### src/rtl/mirfak_bus_arbiter.sv
// Two-master, one-slave Wishbone classic arbiter sharing the external memory port
// between instruction fetch (iport) and load/store (dport). Grants are registered,
// locked for the owner's cycle, round-robin on contention, with an abort watchdog.
module mirfak_bus_arbiter #(
  parameter int unsigned TIMEOUT = 255
) (
  input  logic        clk_i,
  input  logic        rst_ni,
  input  logic [31:0] iport_addr_i,
  input  logic        iport_cyc_i,
  input  logic        iport_stb_i,
  output logic        iport_ack_o,
  output logic        iport_err_o,
  input  logic [31:0] dport_addr_i,
  input  logic [31:0] dport_dat_i,
  input  logic [3:0]  dport_sel_i,
  input  logic        dport_we_i,
  input  logic        dport_cyc_i,
  input  logic        dport_stb_i,
  output logic        dport_ack_o,
  output logic        dport_err_o,
  output logic [31:0] rdata_o,
  output logic [31:0] master_addr_o,
  output logic [31:0] master_dat_o,
  output logic [3:0]  master_sel_o,
  output logic        master_we_o,
  output logic        master_cyc_o,
  output logic        master_stb_o,
  input  logic [31:0] master_dat_i,
  input  logic        master_ack_i,
  input  logic        master_err_i
);

  typedef enum logic [1:0] {StIdle, StOwnI, StOwnD, StAbort} state_e;

  // TIMEOUT == 0 disables the watchdog; the limit is then never compared.
  localparam bit          WdogEn = (TIMEOUT != 0);
  localparam logic [15:0] Limit  = WdogEn ? 16'(TIMEOUT - 1) : 16'd0;

  state_e      state_q, state_d;
  logic        last_q, last_d;              // 0 = iport granted last, 1 = dport
  logic        abort_dport_q, abort_dport_d; // which port the pending abort belongs to
  logic [15:0] cnt_q, cnt_d;

  logic own_cyc, own_stb, resp, locked;

  // Owner's request lines as seen through the current grant.
  always_comb begin
    own_cyc = 1'b0;
    own_stb = 1'b0;
    unique case (state_q)
      StOwnI: begin
        own_cyc = iport_cyc_i;
        own_stb = iport_stb_i;
      end
      StOwnD: begin
        own_cyc = dport_cyc_i;
        own_stb = dport_stb_i;
      end
      default: ;
    endcase
  end

  assign resp   = master_ack_i | master_err_i;
  assign locked = ((state_q == StOwnI) || (state_q == StOwnD)) && own_cyc;

  // Next-state: hold the locked grant and run the watchdog, otherwise arbitrate.
  always_comb begin
    state_d       = state_q;
    last_d        = last_q;
    abort_dport_d = abort_dport_q;
    cnt_d         = cnt_q;
    if (locked) begin
      if (resp || !own_stb) begin
        cnt_d = '0;
      end else if (WdogEn && (cnt_q == Limit)) begin
        state_d       = StAbort;
        abort_dport_d = (state_q == StOwnD);
        cnt_d         = '0;
      end else begin
        cnt_d = cnt_q + 16'd1;
      end
    end else begin
      // IDLE, ABORT, or owner released cyc: a still-held cyc counts as a fresh request.
      cnt_d = '0;
      if (iport_cyc_i && dport_cyc_i) begin
        state_d = last_q ? StOwnI : StOwnD;
        last_d  = ~last_q;
      end else if (iport_cyc_i) begin
        state_d = StOwnI;
        last_d  = 1'b0;
      end else if (dport_cyc_i) begin
        state_d = StOwnD;
        last_d  = 1'b1;
      end else begin
        state_d = StIdle;
      end
    end
  end

  // Grant, round-robin and watchdog state.
  always_ff @(posedge clk_i or negedge rst_ni) begin
    if (!rst_ni) begin
      state_q       <= StIdle;
      last_q        <= 1'b0;
      abort_dport_q <= 1'b0;
      cnt_q         <= '0;
    end else begin
      state_q       <= state_d;
      last_q        <= last_d;
      abort_dport_q <= abort_dport_d;
      cnt_q         <= cnt_d;
    end
  end

  // Master-side mux and ack/err routing, selected by the registered grant only.
  always_comb begin
    master_addr_o = '0;
    master_dat_o  = '0;
    master_sel_o  = '0;
    master_we_o   = 1'b0;
    master_cyc_o  = 1'b0;
    master_stb_o  = 1'b0;
    iport_ack_o   = 1'b0;
    iport_err_o   = 1'b0;
    dport_ack_o   = 1'b0;
    dport_err_o   = 1'b0;
    unique case (state_q)
      StOwnI: begin
        master_addr_o = iport_addr_i;
        master_sel_o  = 4'hF;
        master_cyc_o  = iport_cyc_i;
        master_stb_o  = iport_stb_i;
        iport_ack_o   = master_ack_i;
        iport_err_o   = master_err_i;
      end
      StOwnD: begin
        master_addr_o = dport_addr_i;
        master_dat_o  = dport_dat_i;
        master_sel_o  = dport_sel_i;
        master_we_o   = dport_we_i;
        master_cyc_o  = dport_cyc_i;
        master_stb_o  = dport_stb_i;
        dport_ack_o   = master_ack_i;
        dport_err_o   = master_err_i;
      end
      StAbort: begin
        iport_err_o = ~abort_dport_q;
        dport_err_o = abort_dport_q;
      end
      default: ;
    endcase
  end

  assign rdata_o = master_dat_i;

endmodule

### config.mk
export PLATFORM = sky130hd
export DESIGN_NAME = mirfak_bus_arbiter
export DESIGN_NICKNAME = d
export VERILOG_FILES = /design/src/rtl/mirfak_bus_arbiter.sv
export SDC_FILE = /design/constraint.sdc
export NUM_CORES = 1
export LEC_CHECK = 0
export CORE_AREA = 2 2 95 97
export CTS_BUF_LIST = sky130_fd_sc_hd__clkbuf_2
export CTS_CLUSTER_SIZE = 28
export DETAILED_ROUTE_END_ITERATION = 6
export DIE_AREA = 0 0 97 99
export MAX_ROUTING_LAYER = met4
export PLACE_DENSITY = 0.81
export SETUP_SLACK_MARGIN = 0.15
export SYNTH_ARGS = -nofsm -noshare
export SYNTH_HDL_FRONTEND = slang
export SYNTH_SLANG_ARGS = --single-unit
### constraint.sdc
create_clock -name clk_i -period 2.3 [get_ports clk_i]
set_input_delay 0.575 -clock clk_i [delete_from_list [all_inputs] [get_ports clk_i]]
set_output_delay 0.575 -clock clk_i [all_outputs]
set_load 0.1 [all_outputs]
==> reports/results.ini, run 1 <==
[worst_setup_path]
cp-end-kind=output port
critPathRequiredTime_ns=1.73
worstPathCellList=buf_6 > ha_4 > clkbuf_16 > a22oi_2 > nor2_4 > buf_12
start_kind=register
reg2reg_to=abort_dport_q
arrival_ns=1.80
crit_buf_inv=3
slowest_delay_ns=0.45
critPathSlowestCell=dfrtp_1
crit_type=reg2out
path_delay_family=buffers and inverters
worstReg2RegStart=state_q[1]
path_max_fanout=10
rr_worst_depth=9
rrSetupSlack_ns=0.19

[timing]
finalMaxSlewViolations=0
fmax_mhz=420.7
min_period_ns=2.377
rsz0062_at_grt=yes
period_share_pct=103.4
tightest_slew_ns=0.3406
skew_ns=0.001422
hold_viol=0
setup-violations-final=38
slew_headroom_pct=77.23
setup_slack_ns=-0.07710

[clock_tree]
clockBufferDepth=2
cts_tree=yes
cts-buffers-inserted=3
htree_levels=1
clk_latency_ns=0.32
clock-sinks=20
cts-hold-fix-buffers=0
ctsRootBufferMaster=clkbuf_2
path_clk_slew_ns=0.19

[place]
place_area_sq_um=4910
place_inst=519
routabilityCongestion=0.9682
dpl_worst_slack_ns=0.03724
dp_hpwl_um=8590
port_buffers=183

[floorplanning]
dieArea_sq_um=9603
row_count=34
die_h_um=99
core_sq_um=8551
ios=248
dieWidth_um=97
start_util_pct=23.72

[logic_synthesis]
yosysSeqAreaShare_pct=24.68
netlist_area_sq_um=2028
synth_cell_types=31
synth_fp_nets=411
synth_cells=265
postSynthAreaPerCell_sq_um=7.654
yosysWarnings=0
synth-seq-cells=20

[global_routing]
grt_pass1_vias=2827
grt.overflow.total=0
antenna_found_initial=0
grt_max_degree=21
grt.total_usage_pct=24.17
grt_pass1_wl_um=17420

[route]
drc_errors=0
drtAntennaViolNets=0
routedWlPerCell_um=22.73
drt_iter0_drc=51
viasPerCell=4.998
wl_um=12480
vias=2744
first_pass_iters=4

[outcome]
status=finished, violations left
violations=setup timing

[final_layout]
final_util_pct=65.35
antenna_cells=0
instances_no_fill=549
drive_gt1_share_pct=55.10
design_area_sq_um=5588
area_growth_pct=175.5
nets=588

[worst_hold_path]
hold_end=cnt_q[0]
hold_class=reg2reg
holdCritStartpoint=cnt_q[0]
holdPathStages=1

[flow_run]
drv_cap=0

-- metrics by stage --
stage / TNS (ns) / hold slack, ns
after floorplan: 0 / 0.2794
after global placement: 0 / 0.4914
after detailed placement: 0 / 0.5157
after CTS: -1.201 / 0.5390
after global routing: -6.155 / 0.5372
final: -0.7990 / 0.5298
-- Yosys cell counts, drive strengths merged --
master	instances	area share, %
a22oi	34	13
dfrtp	20	25
inv	7	1.3
ha	5	3.1
xnor2	11	4.8
a31oi	2	0.62
and4bb	2	1.2
and2	35	11
a21oi	6	1.5
nor2	56	10
nand2	3	0.56
nand2b	2	0.62
nor3b	1	0.62
buf	41	14
mux2	1	0.56
a2bb2oi	1	0.43
and3	2	0.62
clkbuf	8	1.5
nor4	6	3.4
a22o	1	0.43
nor3	3	0.74
nand4	5	1.5
nand3b	1	0.56
xor2	3	1.3
o21ai	2	0.49
nand3	7	2.0
-- layer usage --
| metal | vias up | global-route usage, % | share of wire (%) | routed length [um] |
|---|---|---|---|---|
| met1 | 1325 | 26.72 | 36 | 4493 |
| met2 | 162 | 42.09 | 53 | 6569 |
| met4 | 0 | 5.525 | 2.3 | 282 |
| met3 | 30 | 8.440 | 9.1 | 1131 |
| met5 | - | - | 0 | 0 |
| li1 | 1227 | - | - | - |
-- state kept, by name, summed over array words and instances, names as in the netlist --
signal	cells
abort_dport_q	1
last_q	1
cnt_q	16
state_q	2
-- how the worst max path moves through the flow --
stage                             end         from  depth (start not counted)
finish               master_addr_o[4]   state_q[0]                          6
global route         master_addr_o[4]   state_q[0]                          6
CTS                 master_addr_o[26]   state_q[1]                          6
detailed placement       master_stb_o  dport_stb_i                          4
global placement         master_stb_o  dport_stb_i                          4
floorplan           master_addr_o[10]   state_q[0]                          5
-- cells by family (layout without fill, tap and decap cells) --
kind of cell,count (synthesis),after routing,share of synthesized area (%)
fa+ha+maj,5,5,3.085
compound gates,46,46,16.04
mux,1,1,0.5552
buf+inv,56,231,16.60
xor+xnor,14,14,6.046
flops,20,20,24.68
simple gates,123,124,33.00
-- worst register-to-register path, stage by stage, from the launching register on --
cell     delay, ns
dfrtp_1       0.43
inv_1         0.12
ha_4          0.25
buf_12        0.18
a22oi_2       0.10
buf_4         0.15
buf_4         0.13
nor4_4        0.13
nor3b_2       0.21
mux2_1        0.34
-- what timing repair did --
| action | in CTS | in global routing |
|---|---|---|
| hold endpoints to repair | 0 | 0 |
| resized for setup | 75 | 20 |
| pin swaps | 15 | 11 |
| buffers inserted | 16 | 4 |
| gates cloned | 3 | 3 |
| endpoints found under the setup margin | 88 | 92 |
-- cell type report --
type / count / area, sq um
fill: 603 / 2963
timing repair buffer: 220 / 3074
inverter: 7 / 26.28
clock buffer: 3 / 15.01
clock inverter: 1 / 3.754
sequential: 20 / 500.5
multi-input combinational: 190 / 1833
tap: 108 / 135.1
-- layout by cell type, fill, tap and decap left out, types with 2 or more instances in the layout --
cell / count
dfrtp_1: 20
nor4_2: 4
and2_4: 32
nor2_1: 17
xor2_1: 3
a21oi_1: 2
clkbuf_16: 2
nand3b_4: 2
nand4_1: 5
inv_1: 6
a21oi_2: 3
nand3_1: 6
nand2_1: 3
ha_4: 2
a22oi_2: 34
clkdlybuf4s50_1: 108
xnor2_1: 11
ha_1: 2
buf_12: 83
a31oi_1: 2
clkbuf_2: 3
and2_2: 3
buf_4: 19
buf_6: 5
nand2b_1: 2
nor2_4: 38
and3_1: 2
nor3_1: 3
buf_16: 3
Power of run 1 is left out: the tool's default activity adds up to more than one toggle a clock period on the data nets, which glitch-free logic cannot reach.
==> run 2, diff against run 1 <==
Settings changed: SKIP_LAST_GASP from default to 1.
==> run 2 against run 1 <==
Net effect:
- the run still ends with setup timing left
- sequential share of layout area about the same
- largest cell class unchanged
- core utilization up 0.26 points
- clock skew up 0.0015 ns
- worst setup slack better by 0.0049 ns
- routed wire length up 0.25%
- cell count up 0.18%
- worst hold slack better by 0.013 ns
- via count down 0.58%
==> reports/results.ini, run 2 (synthesized netlist as in run 1, its figures left out) <==
[outcome]
status=finished, violations left
violations=setup timing

[global_routing]
antenna_found_initial=0
grt.total_usage_pct=24.68
met1_usage_pct=26.89
grt_pass1_vias=2880
grtUsageMet3_pct=7.872
grt_pass1_wl_um=17800
use_met2_pct=44.50
grt_max_degree=21
grt-busiest-layer=met2
grt.overflow.total=0

[route]
wl_um=12510
drt_iter0_drc=64
drtAntennaViolNets=0
routedWlPerCell_um=22.74
viasPerCell=4.960
vias=2728
drc_errors=0
first_pass_iters=4

[place]
dpl_worst_slack_ns=0.03724
place_inst=519
port_buffers=183
routabilityCongestion=0.9682
dp_hpwl_um=8590

[clock_tree]
path_clk_slew_ns=0.20
cts_tree=yes
clk_latency_ns=0.33
htree_levels=1
cts-hold-fix-buffers=0
clock-sinks=20
clockBufferDepth=2
ctsRootBufferMaster=clkbuf_2
cts-buffers-inserted=3

[final_layout]
largest_register_ff_count=16
top_register=cnt_q
antenna_cells=0
final_common_cell=clkdlybuf4s50_1
area_growth_pct=176.6
final_cell_mix=clkdlybuf4s50_1, buf_12, nor2_4, a22oi_2, and2_4
nets=589
drive_gt1_share_pct=55.43
reg_top3=cnt_q x16, state_q x2
instances_no_fill=550

[worst_setup_path]
worstPathCellList=buf_6 > ha_4 > clkbuf_16 > a22oi_2 > nor2_4 > buf_12
path_max_fanout=10
cp-end-kind=output port
critPathSlowestCell=dfrtp_1
start_kind=register
path_delay_family=buffers and inverters
crit_type=reg2out
slowest_delay_ns=0.45
crit_buf_inv=3
critPathRequiredTime_ns=1.73
arrival_ns=1.80

[timing]
fmax_mhz=421.5
skew_ns=0.002935
period_share_pct=103.1
setup_slack_ns=-0.07224
setup-violations-final=56
slew_headroom_pct=76.79
setup_tns_ns=-1.546
tightest_slew_ns=0.3472
rsz0062_at_grt=yes
min_period_ns=2.372
finalMaxSlewViolations=0
hold_viol=0

[worst_hold_path]
hold_class=in2async

[flow_run]
drv_cap=0

[floorplanning]
ios=248
die_h_um=99
dieWidth_um=97
dieArea_sq_um=9603
row_count=34
core_sq_um=8551
start_util_pct=23.72

==> run 2: cell types whose count changed in the layout (fill, tap and decap cells not counted), sizes merged <==
cell    previous run  this run
clkbuf             5         6
==> run 2: per-layer routing <==
layer / vias up / routed length, um
met5: - / 0
met2: 129 / 6673
met1: 1353 / 4574
met3: 17 / 1082
li1: 1229 / -
met4: 0 / 178
==> run 2: final timing paths <==
| check | start | endpoint | slack [ns] | depth (start not counted) |
|---|---|---|---|---|
| worst max-delay path | state_q[0] | master_addr_o[21] | -0.07 | 6 |
| worst min-delay path | rst_ni | cnt_q[3] | 0.54 | 2 |
| worst max register to register | state_q[0] | abort_dport_q | 0.18 | 9 |
| worst min register to register | cnt_q[0] | cnt_q[0] | 0.54 | 1 |
| max in group asynchronous | rst_ni | cnt_q[9] | 1.55 | 2 |
| min in group clk_i | cnt_q[0] | cnt_q[0] | 0.54 | 1 |
==> run 2: final cells by class <==
cell class | count | area, sq um
Timing Repair Buffer | 221 | 3099
Multi-Input combinational cell | 190 | 1831
Sequential cell | 20 | 500.5
Clock buffer | 3 | 15.01
Fill cell | 586 | 2940
Clock inverter | 1 | 3.754
Inverter | 7 | 26.28
Tap cell | 108 | 135.1
==> run 2: metrics by stage <==
stage | hold slack (ns) | utilization [%] | cell area (sq um)
6_report | 0.5432 | 65.61 | 5610
5_1_grt | 0.5496 | 65.61 | 5610
4_1_cts | 0.5390 | 63.05 | 5391
3_5_place_dp | 0.5157 | 57.42 | 4910
3_3_place_gp | 0.4914 | 57.42 | 4910
2_1_floorplan | 0.2794 | - | 2429
==> run 2: what timing repair did <==
action                                  4_1_cts  5_1_grt
buffers inserted                             16        4
resized for setup                            72       20
gates cloned                                  3        4
endpoints found under the setup margin       88       91
pin swaps                                    14       28
==> run 2: worst register-to-register path: stages (launching register included) <==
cell and delay [ns]:
dfrtp_1 0.45, inv_2 0.09, ha_4 0.23, buf_12 0.18
a22oi_2 0.12, buf_4 0.15, buf_4 0.13, nor4_4 0.13
nor3b_2 0.21, mux2_1 0.34
Power of run 2 is left out for the same reason.
